## src/rtl/array_unpack_reader.sv

```systemverilog
// Unpacks one concatenated WIDTH*DEPTH word into a register array and streams
// the entries out over valid/ready, entry 0 (the MSBs) first.
module array_unpack_reader #(
  parameter int WIDTH = 2,
  parameter int DEPTH = 4,
  localparam int IDXW = $clog2(DEPTH)
) (
  input  logic                   clk,
  input  logic                   rst,
  input  logic                   in_valid,
  output logic                   in_ready,
  input  logic [WIDTH*DEPTH-1:0] in_data,
  input  logic                   flush,
  output logic                   out_valid,
  input  logic                   out_ready,
  output logic [WIDTH-1:0]       out_data,
  output logic [IDXW-1:0]        out_idx,
  output logic                   out_last,
  output logic                   busy
);

  localparam logic [0:0] IDLE   = 1'b0;
  localparam logic [0:0] STREAM = 1'b1;

  localparam logic [IDXW-1:0] LAST = IDXW'(DEPTH - 1);

  logic [0:0]       state;
  logic [IDXW-1:0]  idx;
  logic [WIDTH-1:0] mem [DEPTH];

  always_ff @(posedge clk) begin
    if (rst) begin
      state <= IDLE;
      idx   <= '0;
      for (int unsigned k = 0; k < DEPTH; k++) begin
        mem[k] <= '0;
      end
    end else begin
      case (state)
        IDLE: begin
          // flush has no effect here, so an accept still proceeds
          if (in_valid) begin
            for (int unsigned k = 0; k < DEPTH; k++) begin
              mem[k] <= in_data[WIDTH*(DEPTH-k)-1 -: WIDTH];
            end
            idx   <= '0;
            state <= STREAM;
          end
        end
        STREAM: begin
          // flush wins over a same-cycle handshake: that entry is not transferred
          if (flush) begin
            idx   <= '0;
            state <= IDLE;
          end else if (out_ready) begin
            if (idx == LAST) begin
              idx   <= '0;
              state <= IDLE;
            end else begin
              idx <= idx + 1'b1;
            end
          end
        end
        default: begin
          idx   <= '0;
          state <= IDLE;
        end
      endcase
    end
  end

  always_comb begin
    in_ready  = 1'b1;
    out_valid = 1'b0;
    busy      = 1'b0;
    out_data  = '0;
    out_idx   = idx;
    out_last  = 1'b0;
    if (state == STREAM) begin
      in_ready  = 1'b0;
      out_valid = 1'b1;
      busy      = 1'b1;
      out_data  = mem[idx];
      out_last  = (idx == LAST);
    end
  end

endmodule
```

## config.mk

```make
export PLATFORM = sky130hd
export DESIGN_NAME = array_unpack_reader
export DESIGN_NICKNAME = d
export VERILOG_FILES = /design/src/rtl/array_unpack_reader.sv
export SDC_FILE = /design/constraint.sdc
export NUM_CORES = 1
export LEC_CHECK = 0
export CORE_MARGIN = 2
export CORE_UTILIZATION = 37
export CTS_CLUSTER_DIAMETER = 60
export DETAILED_ROUTE_END_ITERATION = 10
export PLACE_DENSITY = 0.71
export SYNTH_ARGS = -nofsm -noshare
export SYNTH_HDL_FRONTEND = slang
export SYNTH_SLANG_ARGS = --single-unit
```

## constraint.sdc

```tcl
create_clock -name clk -period 1.2 [get_ports clk]
set_input_delay 0.18 -clock clk [delete_from_list [all_inputs] [get_ports clk]]
set_output_delay 0.18 -clock clk [all_outputs]
set_load 0.005 [all_outputs]
```

==> flow_metrics.env, run 1 <==
export IMPL_io_pins=21
export IMPL_fp_dieH_um=43.4
export IMPL_drc=0
export IMPL_fin_crit_sh=1.35
export IMPL_layout_setup_ws_ns=-0.420
export IMPL_cts_root_buf="clkbuf_4"
export IMPL_synth_fp_nets=59
export IMPL_syn_avg_cell_area_sq_um=12.7
export IMPL_path_clk_slew_ns=0.07
export IMPL_grt_max_degree=9
export IMPL_fin_total_pwr_uw=909
export IMPL_synth_area_leaders="edfxtp_1, dfxtp_1, and2_1"
export IMPL_final_area_sq_um=906
export IMPL_r2r_cells=5
export IMPL_max_clock_path_buffers=2
export IMPL_wl_per_cell_um=10.3
export IMPL_p_leak_uw=0.000384
export IMPL_fp_dieW_um=43.4
export IMPL_tightest_slew_ns=0.200
export IMPL_netlist_area_sq_um=573
export IMPL_fmax_mhz=617
export IMPL_fin_skew_ns=0.00158
export IMPL_synth_top_flop_cell="edfxtp_1"
export IMPL_path_common_cell="buf_6"
export IMPL_violations="negative setup slack"
export IMPL_hold_viol=0
export IMPL_place_area_sq_um=851
export IMPL_area_growth_pct=58.1
export IMPL_outcome="finished, violations left"
export IMPL_yosysMostFrequentCell="and2_1"
export IMPL_nFillCells=130
export IMPL_hold_depth=2
export IMPL_synth_cells=45
export IMPL_initial_core_util=0.389
export IMPL_path_class="flip-flop to primary output"
export IMPL_grt_ovfl_total=0
export IMPL_fin_nets=92
export IMPL_cts_buffers_inserted=3
export IMPL_gp_congestion=0.730
export IMPL_dp_hpwl_um=752
export IMPL_synth_edf_count=8
export IMPL_synth_top_area_cell="edfxtp_1"
export IMPL_cts_tree="done"
export IMPL_dr_pass1_iters=2
export IMPL_synth_top_cell_area_share=0.419
export IMPL_required_ns=1.02
export IMPL_antenna_cells=0
export IMPL_vdd_drop_max_uv=733
export IMPL_crit_path_max_incr_delay_ns=0.48
export IMPL_max_cap_violations=0
export IMPL_core_region_area_sq_um=1470
export IMPL_grt_usage=0.118
export IMPL_rsz0062_at_grt="true"
export IMPL_io_buffers=20
export IMPL_synth_cell_types=16
export IMPL_layout_min_cycle_time_ns=1.62
export IMPL_via_count=414
export IMPL_drt_iter0_drc=2
export IMPL_dp_slack_ns=-0.452
export IMPL_grt_pass1_wl_um=1630
export IMPL_antenna_found_initial=0
export IMPL_numClockSinks=13
export IMPL_synth_common_cells="and2_1, edfxtp_1, dfxtp_1, nor2_1, nand2b_1"
export IMPL_std_cell_rows=14
export IMPL_ys_warn_count=0
export IMPL_ys_ff_latch=13
export IMPL_drive_gt1_frac=0.364
export IMPL_path_cells="buf_6 > mux4_2 > and2_4 > buf_6"
export IMPL_dieArea_sq_um=1880
export IMPL_maxSlewViolCount=0
export IMPL_ant_nets=0
export IMPL_arrival_ns=1.44
export IMPL_start_kind="flip-flop"
export IMPL_h_tree_depth=1
export IMPL_cp_end_kind="primary output"
export IMPL_setup_viol=3
export IMPL_slew_headroom=0.866
export IMPL_p_per_area_nw_per_um2=1000
export IMPL_crit_fanout=2
export IMPL_critPathSlowestCell="mux4_2"
export IMPL_async_flop_share=0
export IMPL_clk_latency_ns=0.26
export IMPL_hp_class="input pin to flip-flop"
export IMPL_wl_um=955
export IMPL_postCtsHoldBufs=0
export IMPL_grt_pass1_vias=405
export IMPL_ys_seq_area_frac=0.594
export IMPL_drt_vias_per_instance=4.45
## path summary, 6_finish.rpt
| kind | startpoint | to | slack, ns |
|---|---|---|---|
| min | in_data[1] | mem[3][1] | 0.57 |
| min reg2reg | out_idx[1] | out_idx[1] | 0.65 |
| max reg2reg | state | mem[0][0] | 0.08 |
| max | flip-flop | out_data[0] | -0.42 |
## layout by cell type, fill, tap and decap left out, drive strengths merged, types with 3 or more instances in the layout
cell type / Yosys / routed
nor2: 4 / 4
clkdlybuf4s50: 0 / 12
and2: 11 / 11
clkbuf: 0 / 6
nand2b: 3 / 3
dlygate4sd2: 0 / 4
buf: 1 / 11
dfxtp: 5 / 5
edfxtp: 8 / 8
## final cells by class
type	instances	area, sq um	area share
clock buffer	4	26.3	0.0290
inverter	1	3.75	0.00414
multi-input combinational	30	244	0.269
sequential	13	345	0.381
tap	16	20.0	0.0221
timing repair buffer	29	267	0.294
## worst max-delay path: cells and delay by family, from the launching register on
| family | cells | cell delay, ns |
|---|---|---|
| muxes | 1 | 0.48 |
| and+or+nand+nor | 1 | 0.15 |
| DFF | 1 | 0.35 |
| buffers and inverters | 2 | 0.19 |
## stage by stage
stage          hold WS (ns)  instances   util  TNS (ns)
4_1_cts               0.564         94  0.630    -0.900
6_report              0.566         93  0.616    -0.752
5_1_grt               0.581         93  0.616    -0.896
3_5_place_dp          0.683         87  0.578     -3.57
3_3_place_gp          0.670         87  0.578     -3.43
2_1_floorplan         0.249         45      -         0
## routing by layer
layer / wire length (um) / track usage
met1: 419 / 0.148
met2: 481 / 0.203
met3: 54 / 0.0250
met4: 0 / 0.0364
met5: 0 / 0
## timing repair
item,4_1_cts,5_1_grt
resized for setup,31,7
setup buffers,3,0
endpoints found under the setup margin,8,14
pin swaps,1,1
## logic make-up after synthesis
group                    after synthesis  share of synthesized area
AO/OA/AOI/OAI                          4                     0.0393
XOR/XNOR                               1                     0.0153
adder cells (fa/ha/maj)                1                     0.0218
buffers and inverters                  2                     0.0196
flip-flops                            13                      0.594
multiplexers                           2                     0.0917
AND/OR/NAND/NOR                       22                      0.218
## power by group
| part | total, uW | switching, uW | leakage [uW] | internal (uW) |
|---|---|---|---|---|
| clock network | 254 | 126 | 0.0000150 | 128 |
| registers | 511 | 8.53 | 0.000129 | 502 |
| logic | 145 | 49.3 | 0.000240 | 95.6 |
| total | 909 | 183 | 0.000384 | 726 |
No activity file was read; power rests on OpenSTA's default activity.
==> run 2: changes to the inputs <==
--- a/config.mk
+++ b/config.mk
@@ -5,6 +5,7 @@
 export SDC_FILE = /design/constraint.sdc
 export NUM_CORES = 1
 export LEC_CHECK = 0
+export ABC_CLOCK_PERIOD_IN_PS = 1400
 export CORE_MARGIN = 2
 export CORE_UTILIZATION = 37
 export CTS_CLUSTER_DIAMETER = 60
==> constraint.sdc (replaced) <==
create_clock -name clk -period 1.4 [get_ports clk]
set_input_delay 0.21 -clock clk [delete_from_list [all_inputs] [get_ports clk]]
set_output_delay 0.21 -clock clk [all_outputs]
set_load 0.005 [all_outputs]
==> run 2 against run 1 <==
Effect of this change:
- the run still ends with negative setup slack left
- total power is 16% lower
- routed wire length down 6.4%
- count of clock-buffer cells in the layout is 1 lower
- sequential share of layout area increased by 0.98 points
- sequential power fell by 14%
- clock power is 15% lower
- critical path type unchanged
==> flow_metrics.env, run 2 (synthesis gave the netlist of run 1 again) <==
export IMPL_outcome="finished, violations left"
export IMPL_violations="negative setup slack"
export IMPL_switchingPower_uw=155
export IMPL_path_clk_slew_ns=0.08
export IMPL_slew_headroom=0.767
export IMPL_via_count=407
export IMPL_r2r_end="mem[3][0]"
export IMPL_h_tree_depth=1
export IMPL_critPathSlowestCell="mux4_2"
export IMPL_seq_area_sq_um=348
export IMPL_hp_class="input pin to flip-flop"
export IMPL_drt_iter0_drc=2
export IMPL_antenna_found_initial=0
export IMPL_p_comb_frac=0.145
export IMPL_io_pins=21
export IMPL_fin_nets=89
export IMPL_path_common_cell="buf_6"
export IMPL_fp_dieH_um=43.4
export IMPL_postCtsHoldBufs=0
export IMPL_area_growth_pct=55.2
export IMPL_route_met3_wl_um=46
export IMPL_r2r_start="state"
export IMPL_layout_setup_ws_ns=-0.241
export IMPL_critPathBufInv=2
export IMPL_maxSlewViolCount=0
export IMPL_cts_buffers_inserted=3
export IMPL_vdd_drop_max_uv=598
export IMPL_ant_nets=0
export IMPL_crit_fanout=2
export IMPL_arrival_ns=1.43
export IMPL_hp_start="in_valid"
export IMPL_drt_met1_wl_um=374
export IMPL_antenna_cells=0
export IMPL_hold_depth=3
export IMPL_wl_per_cell_um=9.93
export IMPL_tightest_slew_ns=0.349
export IMPL_final_common_cell="clkdlybuf4s50_1"
export IMPL_setup_viol=2
export IMPL_dieArea_sq_um=1880
export IMPL_max_clock_path_buffers=2
export IMPL_grt_pass1_wl_um=1580
export IMPL_cts_tree="done"
export IMPL_p_per_area_nw_per_um2=863
export IMPL_grt_max_degree=9
export IMPL_ff2ff_setup_slack_ns=0.25
export IMPL_cp_end_kind="primary output"
export IMPL_path_class="flip-flop to primary output"
export IMPL_nFillCells=134
export IMPL_p_leak_uw=0.000395
export IMPL_drive_gt1_frac=0.284
export IMPL_gp_congestion=0.629
export IMPL_initial_core_util=0.389
export IMPL_holdPathEnd="state"
export IMPL_cpLargestDelayFamily="multiplexers"
export IMPL_cts_root_buf="clkbuf_4"
export IMPL_fmax_mhz=609
export IMPL_rsz0062_at_grt="true"
export IMPL_drt_vias_per_instance=4.52
export IMPL_numClockSinks=13
export IMPL_drc=0
export IMPL_swShare=0.202
export IMPL_core_region_area_sq_um=1470
export IMPL_grt_ovfl_total=0
export IMPL_io_buffers=20
export IMPL_grt_usage=0.112
export IMPL_start_kind="flip-flop"
export IMPL_fin_skew_ns=0.00225
export IMPL_crit_path_max_incr_delay_ns=0.47
export IMPL_final_cell_mix="clkdlybuf4s50_1, and2_1, edfxtp_1"
export IMPL_p_seq_frac=0.572
export IMPL_wl_um=894
export IMPL_dp_slack_ns=-0.292
export IMPL_layout_min_cycle_time_ns=1.64
export IMPL_clk_latency_ns=0.26
export IMPL_maxUsedRoutingLayer="met3"
export IMPL_hold_viol=0
export IMPL_r2r_cells=3
export IMPL_std_cell_rows=14
export IMPL_max_cap_violations=0
export IMPL_whs_ns=0.590
export IMPL_grt_pass1_vias=402
export IMPL_required_ns=1.19
export IMPL_p_int_uw=613
export IMPL_fin_crit_sh=1.17
export IMPL_dr_pass1_iters=3
export IMPL_p_clk_frac=0.283
export IMPL_wl_met2_um=472
export IMPL_dp_hpwl_um=711
export IMPL_multi_input_area_sq_um=221
export IMPL_fp_dieW_um=43.4
export IMPL_path_cells="buf_6 > mux4_2 > and2_4 > buf_6"
[run 2: cell count changes in the layout (fill, tap and decap cells not counted), moves of 2 or more]
cell and change:
dlymetal6s2s_1 +3, buf_4 -2, nand2b_1 +2, nand2b_4 -2, dlygate4sd2_1 -2, clkbuf_2 -2
buf_6 -2
[run 2: area by class of cell]
class / count / share of cell area
sequential: 13 / 0.391
timing repair buffer: 26 / 0.302
multi-input combinational: 30 / 0.249
clock buffer: 3 / 0.0253
tap: 16 / 0.0225
clock inverter: 1 / 0.00563
inverter: 1 / 0.00422
[run 2: worst min-delay path, cell delays in order]
cell             delay (ns)
clkdlybuf4s50_1        0.42
nand2b_1               0.12
a21oi_1                0.07
[run 2: routing by layer]
metal	up-vias	track usage
met1	180	0.135
li1	215	-
met5	-	0
met4	0	0.0545
met2	12	0.188
met3	0	0.0250
[run 2: worst max-delay path by stage]
stage / endpoint / cells after the start / startpoint / slack [ns]
floorplan: out_data[0] / 2 / flip-flop / 0.17
global placement: out_data[1] / 3 / flip-flop / -0.28
detailed placement: out_data[1] / 3 / flip-flop / -0.29
CTS: out_data[1] / 4 / flip-flop / -0.26
global route: out_data[1] / 4 / flip-flop / -0.30
finish: out_data[1] / 4 / flip-flop / -0.24
[run 2: per-stage QoR]
stage / std cells / cell area [sq um] / setup TNS [ns] / total power (uW) / util
2_1_floorplan: 45 / 573 / 0 / 483 / -
3_3_place_gp: 85 / 836 / -0.548 / 555 / 0.568
3_5_place_dp: 85 / 836 / -0.684 / 558 / 0.568
4_1_cts: 90 / 863 / -0.436 / 774 / 0.587
5_1_grt: 90 / 890 / -0.537 / 807 / 0.605
6_report: 90 / 890 / -0.407 / 768 / 0.605
[run 2: timing repair]
item | 4_1_cts | 5_1_grt
endpoints found under the setup margin | 8 | 6
resized for setup | 20 | 8
pin swaps | 2 | 0
setup buffers | 1 | 0
[run 2: power by group through the flow]
stage	logic, uW	clock network (uW)	registers, uW
final	112	217	439
after global routing	123	242	442
after CTS	110	224	440
after detailed placement	110	0	447
after global placement	108	0	447
after floorplan	37.8	0	445
